## config.mk

```make
export PLATFORM = sky130hd
export DESIGN_NAME = pc_gen_flat
export DESIGN_NICKNAME = d
export VERILOG_FILES = /design/src/rtl/pc_pkg.sv /design/src/rtl/pc_gen_if.sv /design/src/rtl/pc_tgt_calc.sv /design/src/rtl/pc_gen.sv /design/src/flat_wrapper.sv
export SDC_FILE = /design/constraint.sdc
export NUM_CORES = 1
export LEC_CHECK = 0
export CAP_MARGIN = 20
export CORE_MARGIN = 2
export CORE_UTILIZATION = 25
export DETAILED_ROUTE_END_ITERATION = 12
export PLACE_DENSITY_LB_ADDON = 0.3
export SETUP_SLACK_MARGIN = 0.1
export SYNTH_ARGS = -nofsm -noshare
export SYNTH_HDL_FRONTEND = slang
export SYNTH_SLANG_ARGS = --single-unit
```

## constraint.sdc

```tcl
create_clock -name CLK -period 7.3 [get_ports CLK]
set_input_delay 0.73 -clock CLK [delete_from_list [all_inputs] [get_ports CLK]]
set_output_delay 0.73 -clock CLK [all_outputs]
set_load 0.02 [all_outputs]
```

## src/rtl/pc_pkg.sv

```systemverilog
// Shared definitions for the PC generator and the execute-stage target calculator:
// sequencer states, legal step sizes and the alignment mask helper.
package pc_pkg;

  typedef enum logic [1:0] {
    ST_WAIT = 2'd0,
    ST_RUN  = 2'd1,
    ST_HALT = 2'd2
  } pc_state_e;

  localparam int STEP_WORD = 4;
  localparam int STEP_HALF = 2;

  // Low address bits that must be zero for a PC aligned to the given step.
  function automatic logic [1:0] mask(input int step);
    return (step == STEP_HALF) ? 2'b01 : 2'b11;
  endfunction

endpackage

```

## src/rtl/pc_gen_if.sv

```systemverilog
// Fetch handshake plus redirect request/report signals of the PC generator.
// The master side is pc_gen; the slave side is the fetch/branch/trap logic.
interface pc_gen_if #(
    parameter int XLEN = 32
);
    logic            fetch_valid;
    logic            fetch_ready;
    logic [XLEN-1:0] fetch_pc;
    logic            br_taken;
    logic [XLEN-1:0] br_base;
    logic [XLEN-1:0] br_offset;
    logic            br_jalr;
    logic            trap_req;
    logic [XLEN-1:0] trap_vec;
    logic            misalign_err;
    logic [XLEN-1:0] misalign_addr;

    modport master (
        output fetch_valid, fetch_pc, misalign_err, misalign_addr,
        input  fetch_ready, br_taken, br_base, br_offset, br_jalr, trap_req, trap_vec
    );

    modport slave (
        input  fetch_valid, fetch_pc, misalign_err, misalign_addr,
        output fetch_ready, br_taken, br_base, br_offset, br_jalr, trap_req, trap_vec
    );
endinterface

```

## src/rtl/pc_tgt_calc.sv

```systemverilog
// Control-transfer target adder with JALR bit-0 clearing and alignment check.
// Purely combinational so the execute-stage branch unit can share it.
module pc_tgt_calc
    import pc_pkg::*;
#(
    parameter int XLEN = 32,
    parameter int STEP = 4
) (
    input  logic [XLEN-1:0] base,
    input  logic [XLEN-1:0] offset,
    input  logic            jalr,
    output logic [XLEN-1:0] tgt,
    output logic            misaligned
);
    logic [XLEN-1:0] sum;

    assign sum        = base + offset;
    assign tgt        = {sum[XLEN-1:1], sum[0] & ~jalr};
    assign misaligned = |(tgt[1:0] & mask(STEP));
endmodule

```

## src/rtl/pc_gen.sv

```systemverilog
// Program-counter generator: steps the PC, offers it over valid/ready, and applies
// trap/branch redirects with trap > branch > increment priority.
module pc_gen
    import pc_pkg::*;
#(
    parameter int              XLEN      = 32,
    parameter logic [XLEN-1:0] RESET_VEC = '0,
    parameter int              STEP      = 4
) (
    input logic    CLK,
    input logic    reset,
    pc_gen_if.master bus
);
    localparam logic [XLEN-1:0] STEP_INC   = XLEN'(STEP);
    localparam logic [XLEN-1:0] ALIGN_MASK = ~{{(XLEN-2){1'b0}}, mask(STEP)};

    pc_state_e       state, state_n;
    logic [XLEN-1:0] pc, pc_n;
    logic [XLEN-1:0] addr, addr_n;
    logic            valid;
    logic            err, err_n;
    logic [XLEN-1:0] tgt;
    logic            tgt_bad;

    pc_tgt_calc #(
        .XLEN(XLEN),
        .STEP(STEP)
    ) u_tgt (
        .base      (bus.br_base),
        .offset    (bus.br_offset),
        .jalr      (bus.br_jalr),
        .tgt       (tgt),
        .misaligned(tgt_bad)
    );

    // NOTE: every output of always_comb gets a default first, so no path can infer a latch.
    always_comb begin
        state_n = state;
        pc_n    = pc;
        addr_n  = addr;
        err_n   = 1'b0;
        if (bus.trap_req) begin
            pc_n    = bus.trap_vec & ALIGN_MASK;
            state_n = ST_RUN;
        end else begin
            unique case (state)
                ST_WAIT, ST_RUN: begin
                    if (bus.br_taken) begin
                        if (tgt_bad) begin
                            err_n   = 1'b1;
                            addr_n  = tgt;
                            state_n = ST_HALT;
                        end else begin
                            pc_n    = tgt;
                            state_n = ST_RUN;
                        end
                    end else if (state == ST_WAIT) begin
                        state_n = ST_RUN;
                    end else if (valid && bus.fetch_ready) begin
                        pc_n = pc + STEP_INC;
                    end
                end
                default: state_n = ST_HALT;
            endcase
        end
    end

    // NOTE: state updates use non-blocking assignments so all registers see pre-edge values.
    always_ff @(posedge CLK) begin
        if (reset) begin
            state <= ST_WAIT;
            pc    <= RESET_VEC;
            valid <= 1'b0;
            err   <= 1'b0;
            addr  <= '0;
        end else begin
            state <= state_n;
            pc    <= pc_n;
            valid <= (state_n == ST_RUN);
            err   <= err_n;
            addr  <= addr_n;
        end
    end

    assign bus.fetch_valid   = valid;
    assign bus.fetch_pc      = pc;
    assign bus.misalign_err  = err;
    assign bus.misalign_addr = addr;
endmodule

```

## src/flat_wrapper.sv

```systemverilog
// flat-port wrapper written by rule: the top's interface ports become plain ports
module pc_gen_flat import pc_pkg::*;
#(
    parameter int              XLEN      = 32,
    parameter logic [XLEN-1:0] RESET_VEC = '0,
    parameter int              STEP      = 4
)
  (CLK, reset, bus_fetch_valid, bus_fetch_pc, bus_misalign_err, bus_misalign_addr, bus_fetch_ready, bus_br_taken, bus_br_base, bus_br_offset, bus_br_jalr, bus_trap_req, bus_trap_vec);
  pc_gen_if #(.XLEN(XLEN)) bus_i ();
  input logic CLK;
  input logic reset;
  output wire logic [$bits(bus_i.fetch_valid)-1:0] bus_fetch_valid;
  output wire logic [$bits(bus_i.fetch_pc)-1:0] bus_fetch_pc;
  output wire logic [$bits(bus_i.misalign_err)-1:0] bus_misalign_err;
  output wire logic [$bits(bus_i.misalign_addr)-1:0] bus_misalign_addr;
  input wire logic [$bits(bus_i.fetch_ready)-1:0] bus_fetch_ready;
  input wire logic [$bits(bus_i.br_taken)-1:0] bus_br_taken;
  input wire logic [$bits(bus_i.br_base)-1:0] bus_br_base;
  input wire logic [$bits(bus_i.br_offset)-1:0] bus_br_offset;
  input wire logic [$bits(bus_i.br_jalr)-1:0] bus_br_jalr;
  input wire logic [$bits(bus_i.trap_req)-1:0] bus_trap_req;
  input wire logic [$bits(bus_i.trap_vec)-1:0] bus_trap_vec;
  assign bus_fetch_valid = bus_i.fetch_valid;
  assign bus_fetch_pc = bus_i.fetch_pc;
  assign bus_misalign_err = bus_i.misalign_err;
  assign bus_misalign_addr = bus_i.misalign_addr;
  assign bus_i.fetch_ready = bus_fetch_ready;
  assign bus_i.br_taken = bus_br_taken;
  assign bus_i.br_base = bus_br_base;
  assign bus_i.br_offset = bus_br_offset;
  assign bus_i.br_jalr = bus_br_jalr;
  assign bus_i.trap_req = bus_trap_req;
  assign bus_i.trap_vec = bus_trap_vec;
  pc_gen #(.XLEN(XLEN), .RESET_VEC(RESET_VEC), .STEP(STEP)) u_core (.CLK(CLK), .reset(reset), .bus(bus_i));
endmodule
```

======== Yosys cells after proc, flatten, opt, wreduce, memory -nomap -nowiden ========
Cells that the tools add are included.
storage, ports and cells
  output and inout port bits .............. 66
  input port bits ......................... 102
  logic and storage cells ................. 43
  bits in registers ....................... 68
cells by class
  eq/ne operators ......................... 6
  add/subtract/negate cells ............... 2
  reduce and logical (&&, ||, !) cells .... 12
  bitwise operators ....................... 5
  muxes and demuxes ....................... 12
operators by type and width
  cell                   number
  $mux 32                6
  $add 32x3->32 const B  1
  $add 32x32->32         1
  $reduce_and 4->1       3
  $mux 2                 5
  $ne 3x3->1 const B     2
  $reduce_or 2->1        3
  $eq 2x1->1 const B     2
  $ne 2x2->1 const B     2
  $not 1->1              4
  $reduce_bool 2->1      2
  $reduce_or 4->1        1
  $reduce_bool 3->1      1
  $logic_not 2->1        1
  $and 1x1->1            1
  $logic_and 1x1->1      1
  $mux 1                 1

======== Depth between registers and ports, before layout ========
  depth in word-level cells ............... 8
  gate-level depth with buffers ........... 11
  gate-level depth less buffers ........... 9

======== Modules after synthesis ========
From an unflattened synthesis, not the netlist that was laid out.
unflattened totals
  cells, all modules ...................... 691
  area total of the unflattened synthesis .. 5337.6 sq um
modules (own cells, without submodules)
  module       sequential area each (sq um)  instances  area each (sq um)  cells an instance
  pc_gen       1361.3                        1          3483.3             426
  pc_tgt_calc  0.0                           1          1854.3             265

======== Worst setup path after synthesis ========
Ideal clock, no wire load.
  path kind ............................... input to register
  from .................................... in bus_br_offset[0]
  to ...................................... reg u_core.pc[28] (netlist: u_core.bus.fetch_pc[28])
  data arrival time ....................... 2.897 ns
  required time ........................... 7.236 ns
  path buffers ............................ 1
  stages on the path ...................... 10
  slack ................................... 4.339 ns
  setup time .............................. 0.064 ns
  cell sequence ........................... ha_1 > fa_1 > inv_1 > a21oi_1 > or3_1 > clkbuf_1 > nor2_1 > nand2_1 > or4_1 > nand4_1
between the ends
  elaborated cells on any way between the ends .. 9
  those cells by class .................... add/sub (1); eq/ne (1); mux (4); bitwise (1); reduce/logical (2)
RTL lines
  element                            line                text
  start: declaration                 flat_wrapper.sv:19  input wire logic [$bits(bus_i.br_offset)-1:0] bus_br_offset;
  $add 32x32->32                     pc_tgt_calc.sv:17   assign sum = base + offset;
  named net u_core.tgt[1]            pc_gen.sv:22        logic [XLEN-1:0] tgt;
  $reduce_or 2->1                    pc_tgt_calc.sv:19   assign misaligned = |(tgt[1:0] & mask(STEP));
  $ne 3x3->1 (no source line)        --
  $reduce_and 4->1 (no source line)  --
  end signal: assignment             pc_gen.sv:78        pc <= pc_n;
  end: declaration                   pc_gen.sv:18        logic [XLEN-1:0] pc, pc_n;
The timed path passes the listed nets, and every way through them passes these cells. The select of a mux whose other input is x is not followed.
A chain may end at the register's enable or synchronous reset.

======== Final worst setup path ========
  from .................................... in bus_br_base[0]
  to ...................................... reg u_core.pc[28] (netlist: u_core.bus.fetch_pc[28])
between the ends
  elaborated cells on any way between the ends .. 9
  those cells by class .................... add/sub (1); eq/ne (1); mux (4); bitwise (1); reduce/logical (2)
RTL lines
  element                            line                text
  start: declaration                 flat_wrapper.sv:18  input wire logic [$bits(bus_i.br_base)-1:0] bus_br_base;
  $add 32x32->32                     pc_tgt_calc.sv:17
  named net u_core.tgt[1]            pc_gen.sv:22
  $reduce_or 2->1                    pc_tgt_calc.sv:19
  $ne 3x3->1 (no source line)        --
  $reduce_and 4->1 (no source line)  --
The timed path passes the listed nets, and every way through them passes these cells. The select of a mux whose other input is x is not followed.

==> metrics.md <==
| Metric | Value |
|---|---|
| Crit path arrival time | `4.47 ns` |
| Period utilisation layout | `0.577` |
| R2r worst-path depth | `6` |
| Unrepaired setup endpoints after global routing | `no` |
| Vias in the first global route | `5,491` |
| Final worst setup slack | `3.09 ns` |
| Post-synth top area cell | `dfxtp_1` |
| Slew @ Worst Pin | `0.977 ns` |
| Critical path required time | `7.57 ns` |
| Syn_nets | `864` |
| Die Area | `0.0228 mm^2` |
| CP max stage delay | `0.73 ns` |
| Commonest cells in the netlist | `nand2_1, a21oi_1, nor2_1, dfxtp_1, o21ai_0` |
| Post-CTS resize count | `0` |
| Area of the multi-input gates | `0.00379 mm^2` |
| EDFF count, synth | `0` |
| RePlAce Congestion | `0.889` |
| Status | `completed` |
| Worst Skew | `0.00660 ns` |
| Met3 Resource Use GR | `0.0319` |
| Cell area after layout | `0.00752 mm^2` |
| Worst slack, placed | `2.80 ns` |
| Clk root buf | `clkbuf_16` |
| Leakage | `2.72 nW` |
| Pin count of the biggest net entering global routing | `73` |
| Crit path capture type | `flop` |
| Starting density of the core | `0.256` |
| Syn_area_per_cell | `7.41 um^2` |
| Post-CTS Hold Fix Bufs | `0` |
| Postcts setup bufs | `0` |
| Hpwl dp | `15,300 um` |
| Top-count cell post-synth | `nand2_1` |
| Register area | `0.00136 mm^2` |
| Yosys cell types | `67` |
| CP cell instances | `clkdlybuf4s50_1, ha_1, fa_1, inv_1, a21oi_1, or3_1, nor2_1, nand2_1, or4_1, nand4_1` |
| H-tree depth | `3` |
| Clock Pin Slew Worst Setup and Hold Paths | `0.06 ns` |
| Final count of negative-setup-slack endpoints | `0` |
| Max FO, Critical Path | `23` |
| Sequential-to-total area share from yosys stat | `0.252` |
| Vias/cell | `5.05` |
| Detailed Route WL | `19,500 um` |
| Placed Instances | `1,133` |
| Largest cells by area after synthesis | `dfxtp_1, ha_1, a21oi_1` |
| Die X | `151 um` |
| IO buf count | `165` |
| Final Hold Fails | `0` |
| Final Non-Filler Cells | `1,150` |
| Max Freq | `238 MHz` |
| Synth Warn # | `0` |
| Global-route wire length before repair | `29,900 um` |
| Setup TNS | `0 ns` |
| Placement Cell Area | `0.00723 mm^2` |
| Yosys top cell area share | `0.252` |
| Core Region | `0.0211 mm^2` |
| Fill cell count | `2,270` |
| Vias | `5,802` |
| Hold Path Class | `flop to flop` |
| Gr ovfl total | `0` |
| # rows | `53` |
| Final net count | `1,005` |
| N_diodes | `0` |
| CP max-delay cell | `or3_1` |
| Worst vdd ir | `0.000101 V` |
| Met1 usage | `0.237` |
| Cts bufs inserted | `9` |
| Clock Sinks | `68` |
| Flops & latches, synth | `68` |
| Share of layout cells above drive strength 1 | `0.0480` |
| Gr busiest metal | `met2` |
| Cell area after synthesis | `0.00540 mm^2` |
| Post-route DRC | `0` |
| GR Util All Layers | `0.169` |
| Worst setup SP type | `input port` |
| Power, Total | `1.34 mW` |
| Initial DRT Pass Iterations | `5` |
| Fin. max-slew vios | `0` |
| Hold Crit Depth | `2` |
| M2 GR Usage | `0.268` |
| Initial antenna violation count | `0` |
| CP Class | `input port to flop` |
| Power per cell area | `178 mW/mm^2` |
| Crit path time final | `4.21 ns` |
| Worst skew pair latency | `0.33 ns` |
| Die Ht | `151 um` |
| CTS tree | `done` |
| Starting DRT DRC Count | `382` |
| Max-Slew Margin vs Limit | `0.343` |
| Worst Hold Slack | `0.423 ns` |
| Wire length per cell | `17.0 um` |
| Total of max-cap violations | `0` |
| Clk buf depth | `2` |
| Layout area overhead | `39.2%` |
| Antenna-violating nets left | `0` |
| Post-layout util | `0.357` |
| Ys async rst share | `0` |
| Synthesized instance count | `729` |
| Boundary Pins | `168` |
| Most common flop cell mapped by yosys | `dfxtp_1` |
==> path summary, 6_finish.rpt <==
kind | startpoint | to | slack (ns)
max reg2reg | u_core.bus.fetch_valid$_SDFF_PP0_ | u_core.bus.fetch_pc[28]$_SDFFE_PP0P_ | 4.44
max | bus_br_base[0] | u_core.bus.fetch_pc[28]$_SDFFE_PP0P_ | 3.09
min | flop | flop | 0.42
min reg2reg | flop | flop | 0.42
==> metal layers <==
metal / up-vias / share of wire
met3: 14 / 0.068
met1: 2659 / 0.47
met5: - / 0
met4: 0 / 0.010
met2: 163 / 0.45
li1: 2966 / -
==> cell usage in the layout, fill, tap and decap left out, drive strengths merged, types with 12 or more instances in the layout <==
cell / instances
a211oi: 19
a21oi: 76
clkdlybuf4s50: 163
dfxtp: 68
ha: 32
inv: 15
nand2: 84
nand3: 30
nand3b: 19
nor2: 73
nor3: 14
o211ai: 12
o21ai: 56
xnor2: 27
xor2: 21
==> cell type report <==
class,count,share of cell area
well taps,275,0.0458
multi-input cells,605,0.504
repair buffers,171,0.224
inverters,15,0.00749
flip-flops and latches,68,0.181
clock buffers,11,0.0309
clock inverters,5,0.00699
==> critical path: cells and delay by family <==
family,cells,cell delay [ns]
simple gates,5,2.41
buf+inv,2,0.56
compound gates,1,0.10
fa+ha+maj,2,0.66
==> state kept, by name, summed over array words and instances, names as in the netlist, named ones only <==
register                  cells
u_core.bus.fetch_valid        1
u_core.bus.fetch_pc          30
u_core.bus.misalign_err       1
u_core.bus.misalign_addr     32
u_core.state                  2
==> logic make-up after synthesis <==
kind of cell               count (synthesis)  share of synthesized area
and+or+nand+nor                          286                      0.267
AOI/OAI and AO/OA                        234                      0.271
DFF                                       68                      0.252
buffers and inverters                     56                     0.0468
xor gates and xnor gates                  48                     0.0778
adders and majority gates                 33                     0.0778
muxes                                      4                    0.00764
==> power by group <==
part	total [mW]	leakage (nW)	switching, mW	internal, mW
Combinational	0.478	2.02	0.270	0.208
Clock	0.426	0.139	0.164	0.263
Sequential	0.437	0.558	0.0348	0.402
Note: power is estimated with default switching activity, not from simulation.
